===== config.mk =====
export PLATFORM = sky130hd
export DESIGN_NAME = id_ex_pipe_reg
export DESIGN_NICKNAME = d
export VERILOG_FILES = /design/src/rtl/id_ex_pipe_reg.sv
export SDC_FILE = /design/constraint.sdc
export NUM_CORES = 1
export LEC_CHECK = 0
export CORE_UTILIZATION = 55
export CTS_BUF_LIST = sky130_fd_sc_hd__clkbuf_4
export DETAILED_ROUTE_END_ITERATION = 6
export PLACE_DENSITY = 0.86
export SYNTH_ARGS = -nofsm -noshare
export SYNTH_HDL_FRONTEND = slang
export SYNTH_SLANG_ARGS = --single-unit

===== constraint.sdc =====
create_clock -name clk -period 3.6 [get_ports clk]
set_input_delay 0.54 -clock clk [delete_from_list [all_inputs] [get_ports clk]]
set_output_delay 0.54 -clock clk [all_outputs]
set_load 0.03 [all_outputs]

===== src/rtl/id_ex_pipe_reg.sv =====
// ID/EX pipeline register with valid/ready handshake and 2-entry skid.
// Ports: clk/rst_n, id_* payload+handshake in, flush, ex_* payload+handshake out, stall_cnt.
module id_ex_pipe_reg #(
  parameter int DATA_W   = 32,
  parameter int IMM_W    = 16,
  parameter int ALU_OP_W = 5,
  parameter int CNT_W    = 16
) (
  input  logic                clk,
  input  logic                rst_n,
  input  logic                id_valid,
  output logic                id_ready,
  input  logic                id_ret_enable,
  input  logic [1:0]          id_rf_d_sel,
  input  logic                id_dm_we,
  input  logic [ALU_OP_W-1:0] id_alu_op,
  input  logic                id_dm_addr_sel,
  input  logic [IMM_W-1:0]    id_immediate,
  input  logic [DATA_W-1:0]   id_muxa,
  input  logic [DATA_W-1:0]   id_muxb,
  input  logic                flush,
  input  logic                ex_ready,
  output logic                ex_valid,
  output logic                ex_ret_enable,
  output logic [1:0]          ex_rf_d_sel,
  output logic                ex_dm_we,
  output logic [ALU_OP_W-1:0] ex_alu_op,
  output logic                ex_dm_addr_sel,
  output logic [IMM_W-1:0]    ex_immediate,
  output logic [DATA_W-1:0]   ex_muxa,
  output logic [DATA_W-1:0]   ex_muxb,
  output logic [CNT_W-1:0]    stall_cnt
);

  localparam int P = 5 + ALU_OP_W + IMM_W + 2 * DATA_W;

  typedef enum logic [1:0] {
    EMPTY = 2'b00,
    ONE   = 2'b10,
    FULL  = 2'b11
  } state_t;

  state_t         state_q;
  state_t         state_d;
  logic [P-1:0]   main_q;
  logic [P-1:0]   skid_q;
  logic [P-1:0]   id_pay;
  logic           main_valid;
  logic           skid_valid;
  logic           accept;
  logic           pop;
  logic           load_main;
  logic           load_skid;
  logic           skid_to_main;
  logic           ret_raw;
  logic           dm_we_raw;

  assign main_valid = state_q[1];
  assign skid_valid = state_q[0];
  assign id_ready   = !skid_valid;
  assign ex_valid   = main_valid;
  assign accept     = id_valid && id_ready;
  assign pop        = main_valid && ex_ready;

  assign id_pay = {id_ret_enable, id_rf_d_sel, id_dm_we,
                   id_alu_op, id_dm_addr_sel, id_immediate,
                   id_muxa, id_muxb};

  assign {ret_raw, ex_rf_d_sel, dm_we_raw,
          ex_alu_op, ex_dm_addr_sel, ex_immediate,
          ex_muxa, ex_muxb} = main_q;

  // Side effects must not fire from a stale slot.
  assign ex_ret_enable = ret_raw & main_valid;
  assign ex_dm_we      = dm_we_raw & main_valid;

  always_ff @(posedge clk or negedge rst_n) begin
    if (!rst_n) state_q <= EMPTY;
    else        state_q <= state_d;
  end

  always_comb begin
    state_d      = state_q;
    load_main    = 1'b0;
    load_skid    = 1'b0;
    skid_to_main = 1'b0;
    case (state_q)
      ONE: begin
        unique case (1'b1)
          accept && pop: load_main = 1'b1;
          accept && !pop: begin
            load_skid = 1'b1;
            state_d   = FULL;
          end
          !accept && pop: state_d = EMPTY;
          default: ;
        endcase
      end
      FULL: begin
        if (pop) begin
          skid_to_main = 1'b1;
          state_d      = ONE;
        end
      end
      default: begin
        // Covers EMPTY and the unreachable 01 encoding.
        state_d = EMPTY;
        if (accept) begin
          load_main = 1'b1;
          state_d   = ONE;
        end
      end
    endcase
    if (flush) begin
      state_d      = EMPTY;
      load_main    = 1'b0;
      load_skid    = 1'b0;
      skid_to_main = 1'b0;
    end
  end

  always_ff @(posedge clk or negedge rst_n) begin
    if (!rst_n) begin
      main_q <= '0;
      skid_q <= '0;
    end else begin
      if (load_main)         main_q <= id_pay;
      else if (skid_to_main) main_q <= skid_q;
      if (load_skid)         skid_q <= id_pay;
    end
  end

  always_ff @(posedge clk or negedge rst_n) begin
    if (!rst_n) begin
      stall_cnt <= '0;
    end else if (main_valid && !ex_ready && (stall_cnt != '1)) begin
      stall_cnt <= stall_cnt + 1'b1;
    end
  end

endmodule

==> results of run 1 <==
## metal layers
layer / up-vias / global-route usage [%] / wire [µm]
li1: 2717 / - / -
met1: 2819 / 27.9 / 7750
met2: 158 / 34.0 / 8110
met3: 18 / 6.68 / 1310
met4: 0 / 6.50 / 221
met5: - / 0 / 0
## power by group
part           switching [mW]  internal (mW)  leakage, nW
Sequential              0.254           2.67         2.46
Combinational           0.750          0.733         2.59
Clock                   0.794          0.430        0.153
## timing repair
| item | 4_1_cts | 5_1_grt |
|---|---|---|
| endpoints found under the setup margin | 0 | 0 |
| hold buffers | 1 | 0 |
| resized for setup | 0 | 0 |
| hold endpoints to repair | 46 | 0 |
## cell families after synthesis
kind of cell | after synthesis
xor gates and xnor gates | 13
muxes | 183
adders and majority gates | 1
and+or+nand+nor | 136
DFF | 198
buffers and inverters | 130
AOI/OAI and AO/OA | 93
## layout by cell type (no fill, tap or decap), drive strengths merged, types with 5 or more instances in the layout
cell	n
nor4	7
buf	10
clkbuf	18
mux2i	90
nand2	99
clkdlybuf4s50	201
o21ai	91
mux2	93
nand3	5
xor2	13
inv	8
dfrtp	198
nor3	6
## sequential cells by signal (all words and copies together), names as in the netlist
signal     flops
main_q        90
skid_q        90
stall_cnt     16
state_q        2
## stage by stage
stage | worst slack [ns] | area, µm² | total power [mW]
floorplan | 1.70 | 8980 | 3.99
global placement | 1.19 | 10600 | 4.39
detailed placement | 1.14 | 10600 | 4.46
CTS | 1.10 | 10900 | 5.68
global route | 1.05 | 10900 | 5.92
finish | 1.15 | 10900 | 5.63
## worst paths after layout
path | startpoint | endpoint | slack (ns) | cells after the start
setup / recovery | state_q[1] | ex_ret_enable | 1.15 | 2
min in group asynchronous | rst_n | main_q[16] | 0.56 | 2
hold reg to reg | stall_cnt[15] | stall_cnt[15] | 0.52 | 1
max in group asynchronous | rst_n | main_q[72] | 2.11 | 3
hold / removal | stall_cnt[15] | stall_cnt[15] | 0.52 | 1
setup reg to reg | state_q[1] | skid_q[27] | 1.76 | 4
## cell type report
type,instances,area [µm²]
clock buffers,17,128
fillers,1177,5050
multi-input cells,426,3190
well taps,216,270
repair buffers,213,2170
flip-flops and latches,198,4950
clock inverters,15,168
inverters,2,7.51
## critical path, cell delays in order (launching register included)
cell,delay [ns]
dfrtp_1,0.48
and2_1,0.15
clkdlybuf4s50_1,0.72
==> flow_summary_export.csv, run 1 <==
group,metric,value,unit
status,status,"finished clean",
die,die_h,130,µm
die,rows,46,
detailed_routing,drt_wl_total,17.4,mm
logic_synthesis,synth_top_family_by_area,"multiplexers",
logic_synthesis,synth_fp_nets,850,
power_and_ir_drop,powerDensity,517,nW/µm²
sta,maxSlewHeadroom,53.4,%
logic_synthesis,synth.top_cell.area_share,55.1,%
sta,rsz0062_at_grt,"no",
clock_network,post_cts.repair.setup_buffers,0,
finish,diodes,0,
clock_network,htreeDepth,4,
setup_path,cp.arrival,1.91,ns
sta,min_period,2.45,ns
logic_synthesis,ys_async_sr_fraction,100,%
logic_synthesis,synth_compound_area_share,5.21,%
clock_network,cts_tree,"yes",
clock_network,cts_buffers,17,
logic_synthesis,synthMuxAreaShare,21.7,%
setup_path,cp_max_fo,7,
grt,grt.total_usage,21.3,%
logic_synthesis,yosysMostFrequentCell,"dfrtp_1",
die,start_util,56.4,%
finish,utilization,68.3,%
place,hpwl,11.6,mm
sta,finClkSkew,0.0285,ns
grt,grt_max_degree,107,
logic_synthesis,synth_warnings,0,
logic_synthesis,netlist-cell-type-count,29,
grt,grt_pass1_vias,5649,
finish,area_growth,21.2,%
logic_synthesis,synthSimpleGateAreaFrac,7.06,%
sta,fin_setup_tns,0,ns
setup_path,setup.worst_path.end_class,"output port",
grt,grt_pass1_wl,28.0,mm
logic_synthesis,synth.avg_cell_area,11.9,µm²
finish,finalNonFillerCells,1087,
detailed_routing,viasPerCell,5.25,
power_and_ir_drop,p_leak,5.21,nW
grt,overflow,0,
logic_synthesis,synth.area.top_cells,"dfrtp_1 (55%), mux2_2 (12%), mux2i_1 (10%), buf_4 (7.3%), o21ai_0 (4.6%)",
logic_synthesis,synthesis.area,8980,µm²
die,io_pins,203,
logic_synthesis,synth_xor_area_share,1.27,%
setup_path,cp.required,3.06,ns
logic_synthesis,synthTopCellsByCount,"dfrtp_1 (198), nand2_1 (99), mux2_2 (93)",
sta,hold_viol_final,0,
sta,min_period_over_period,68.1,%
logic_synthesis,synth_top_flop_cell,"dfrtp_1",
worst_hold_path,hp-class,"flop to flop",
detailed_routing,drtAntennaViolNets,0,
place,dp.cells,1054,
logic_synthesis,synthCells,754,
power_and_ir_drop,vdd_ir_drop_max,0.402,mV
sta,slew_viol_final,0,
logic_synthesis,synthAdderAreaFrac,0.139,%
job,max_cap_viol_count,0,
detailed_routing,drt_iter0_markers,261,
detailed_routing,drc_errors,0,
sta,setup_viol,0,
die,dieArea,16900,µm²
sta,max_freq,0.408,GHz
sta,tightest_slew,0.699,ns
clock_network,clock_latency,0.57,ns
logic_synthesis,synth_seq_area_share,55.1,%
clock_network,root_buffer,"clkbuf_4",
finish,fin_nets,954,
logic_synthesis,ys_ff_latch,198,
logic_synthesis,yosysTopAreaCell,"dfrtp_1",
place,gp_congestion,0.774,
logic_synthesis,synth-edff-count,0,
sta,holdWs,0.524,ns
detailed_routing,num_vias,5712,
detailed_routing,firstDrtPassIters,4,
detailed_routing,avgRoutedWirePerCell,16.0,µm
die,fp.dieW,130,µm
finish,layout-drive-gt1-share,16.3,%
grt,antenna_found_initial,0,
setup_path,critical_path_class,"flop to output port",
clock_network,cts.reportedPaths.clkPinSlew,0.16,ns
clock_network,cts.sinks,198,
setup_path,start_kind,"flop",
place,io_buffers,202,
die,core-area,15900,µm²
clock_network,clockBufferDepth,2,
No activity file was read; power rests on OpenSTA's default activity.
==> inputs of run 2 (changes only) <==
- CORE_UTILIZATION: 55 -> 47
- PLACE_DENSITY: 0.86 -> 0.78
- clock period: 3.6 -> 2.15 ns (I/O delays scaled with it)
==> flow_summary_export.csv, run 2 (synthesis gave the netlist of run 1 again) <==
group,metric,value,unit
sta,fin_ws,0.131,ns
finish,num-fill-cells,1553,
sta,min_period_over_period,93.9,%
setup_path,critPathSlowestCell,"clkdlybuf4s50_1",
sta,slew_viol_final,0,
status,status,"finished clean",
sta,min_period,2.02,ns
job,max_cap_viol_count,0,
place,io_buffers,202,
setup_path,path_delay_family,"buffers and inverters",
finish,area_growth,24.9,%
power_and_ir_drop,finalPower,9.41,mW
setup_path,setup.worst_path.end_class,"output port",
power_and_ir_drop,powerDensity,839,nW/µm²
setup_path,worstPathCellList,"clkdlybuf4s50_1",
setup_path,critical_path_class,"flop to output port",
finish,reg.largest.list,"main_q (90), skid_q (90), stall_cnt (16)",
sta,setup_viol,0,
sta,tightest_slew,0.545,ns
die,dieArea,19700,µm²
clock_network,htreeDepth,4,
detailed_routing,drtAntennaViolNets,0,
power_and_ir_drop,p_leak,5.57,nW
power_and_ir_drop,power_frac_clock,21.5,%
finish,final_cell_mix,"dfrtp_1 (198), clkdlybuf4s50_1 (183), nand2_1 (99), mux2_2 (93), mux2i_1 (90)",
worst_hold_path,hp-class,"input port to asynchronous set/reset pin",
power_and_ir_drop,vdd_ir_drop_max,0.457,mV
die,die_h,140,µm
clock_network,clock_latency,0.57,ns
grt,grt_pass1_vias,5766,
finish,fin_nets,975,
detailed_routing,drt_iter0_markers,178,
detailed_routing,drc_errors,0,
die,rows,50,
detailed_routing,viasPerCell,5.07,
die,core-area,18700,µm²
grt,antenna_found_initial,0,
sta,finClkSkew,0.0120,ns
setup_path,cp.required,1.83,ns
power_and_ir_drop,switching_share,31.7,%
clock_network,root_buffer,"clkbuf_4",
finish,diodes,0,
die,fp.dieW,140,µm
place,dp.cells,1093,
grt,grt.total_usage,19.1,%
sta,hold_viol_final,0,
detailed_routing,avgRoutedWirePerCell,15.8,µm
clock_network,cts_buffers,17,
power_and_ir_drop,seqPwrFrac,52.0,%
sta,maxSlewHeadroom,63.7,%
finish,layout-drive-gt1-share,18.2,%
grt,grt_pass1_wl,29.5,mm
place,pre_cts_slack,0.118,ns
detailed_routing,firstDrtPassIters,4,
finish,utilization,60.0,%
power_and_ir_drop,combPwrFrac,26.5,%
setup_path,slowest_delay,0.70,ns
finish,finalNonFillerCells,1126,
clock_network,cts.sinks,198,
power_and_ir_drop,cell_internal_pwr,6.43,mW
grt,grt_max_degree,67,
detailed_routing,drt_wl_total,17.8,mm
grt,overflow,0,
setup_path,cp.arrival,1.70,ns
sta,max_freq,0.495,GHz
setup_path,start_kind,"flop",
die,start_util,48.0,%
sta,holdWs,0.285,ns
clock_network,cts.reportedPaths.clkPinSlew,0.16,ns
clock_network,cts_tree,"yes",
power_and_ir_drop,power.switching,2.98,mW
place,hpwl,12.1,mm
clock_network,clockBufferDepth,2,
die,io_pins,203,
finish,final_common_cell,"dfrtp_1",
place,gp_congestion,0.780,
setup_path,cp_max_fo,4,
setup_path,cp.buffers_inverters,1,
detailed_routing,num_vias,5711,
[run 2: cell count changes in the layout (fill, tap and decap cells not counted), moves of 2 or more]
cell,change
buf_12,+11
inv_6,-2
clkdlybuf4s50_1,-18
dlygate4sd2_1,+7
buf_4,+10
dlymetal6s2s_1,+11
[run 2: stage by stage]
| stage | area [µm²] | TNS [ns] |
|---|---|---|
| after detailed placement | 10900 | 0 |
| after CTS | 11200 | 0 |
| final | 11200 | 0 |
| after global placement | 10900 | 0 |
| after floorplan | 8980 | 0 |
| after global routing | 11200 | -0.0119 |
[run 2: final timing paths]
| kind | start | endpoint | slack (ns) | depth (start not counted) |
|---|---|---|---|---|
| worst max-delay path | stall_cnt[7] | stall_cnt[7] | 0.13 | 1 |
| min in group clk | id_immediate[6] | main_q[70] | 0.30 | 3 |
| worst max register to register | stall_cnt[0] | stall_cnt[14] | 0.28 | 5 |
| max in group asynchronous | rst_n | skid_q[22] | 1.22 | 3 |
| worst min register to register | stall_cnt[15] | stall_cnt[15] | 0.52 | 1 |
| worst min-delay path | rst_n | skid_q[54] | 0.28 | 2 |
[run 2: per-layer routing]
layer | routed length, µm | GRT usage (%) | up-vias
met5 | 0 | 0 | -
met4 | 286 | 6.02 | 0
met3 | 1190 | 6.19 | 20
met2 | 8200 | 29.5 | 148
met1 | 8090 | 25.6 | 2788
li1 | - | - | 2755
[run 2: layout make-up]
class | instances | area, µm² | area share (%)
Clock inverter | 14 | 151 | 1.35
Sequential cell | 198 | 4950 | 44.2
Timing Repair Buffer | 234 | 2490 | 22.2
Tap cell | 234 | 293 | 2.61
Inverter | 2 | 7.51 | 0.0669
Clock buffer | 18 | 135 | 1.20
Multi-Input combinational cell | 426 | 3190 | 28.4
[run 2: power by group through the flow]
| stage | clock, mW | combinational [mW] | sequential, mW |
|---|---|---|---|
| final | 2.02 | 2.49 | 4.89 |
| after global routing | 2.25 | 2.68 | 4.99 |
| after CTS | 2.09 | 2.53 | 4.90 |
| after detailed placement | 0 | 2.53 | 4.98 |
| after global placement | 0 | 2.47 | 4.94 |
| after floorplan | 0 | 1.73 | 4.94 |
[run 2: repair_timing]
action,CTS,global route
resized for setup,7,11
hold buffers,1,0
buffers inserted,0,0
endpoints found under the setup margin,7,11
endpoints found under the hold margin,60,0
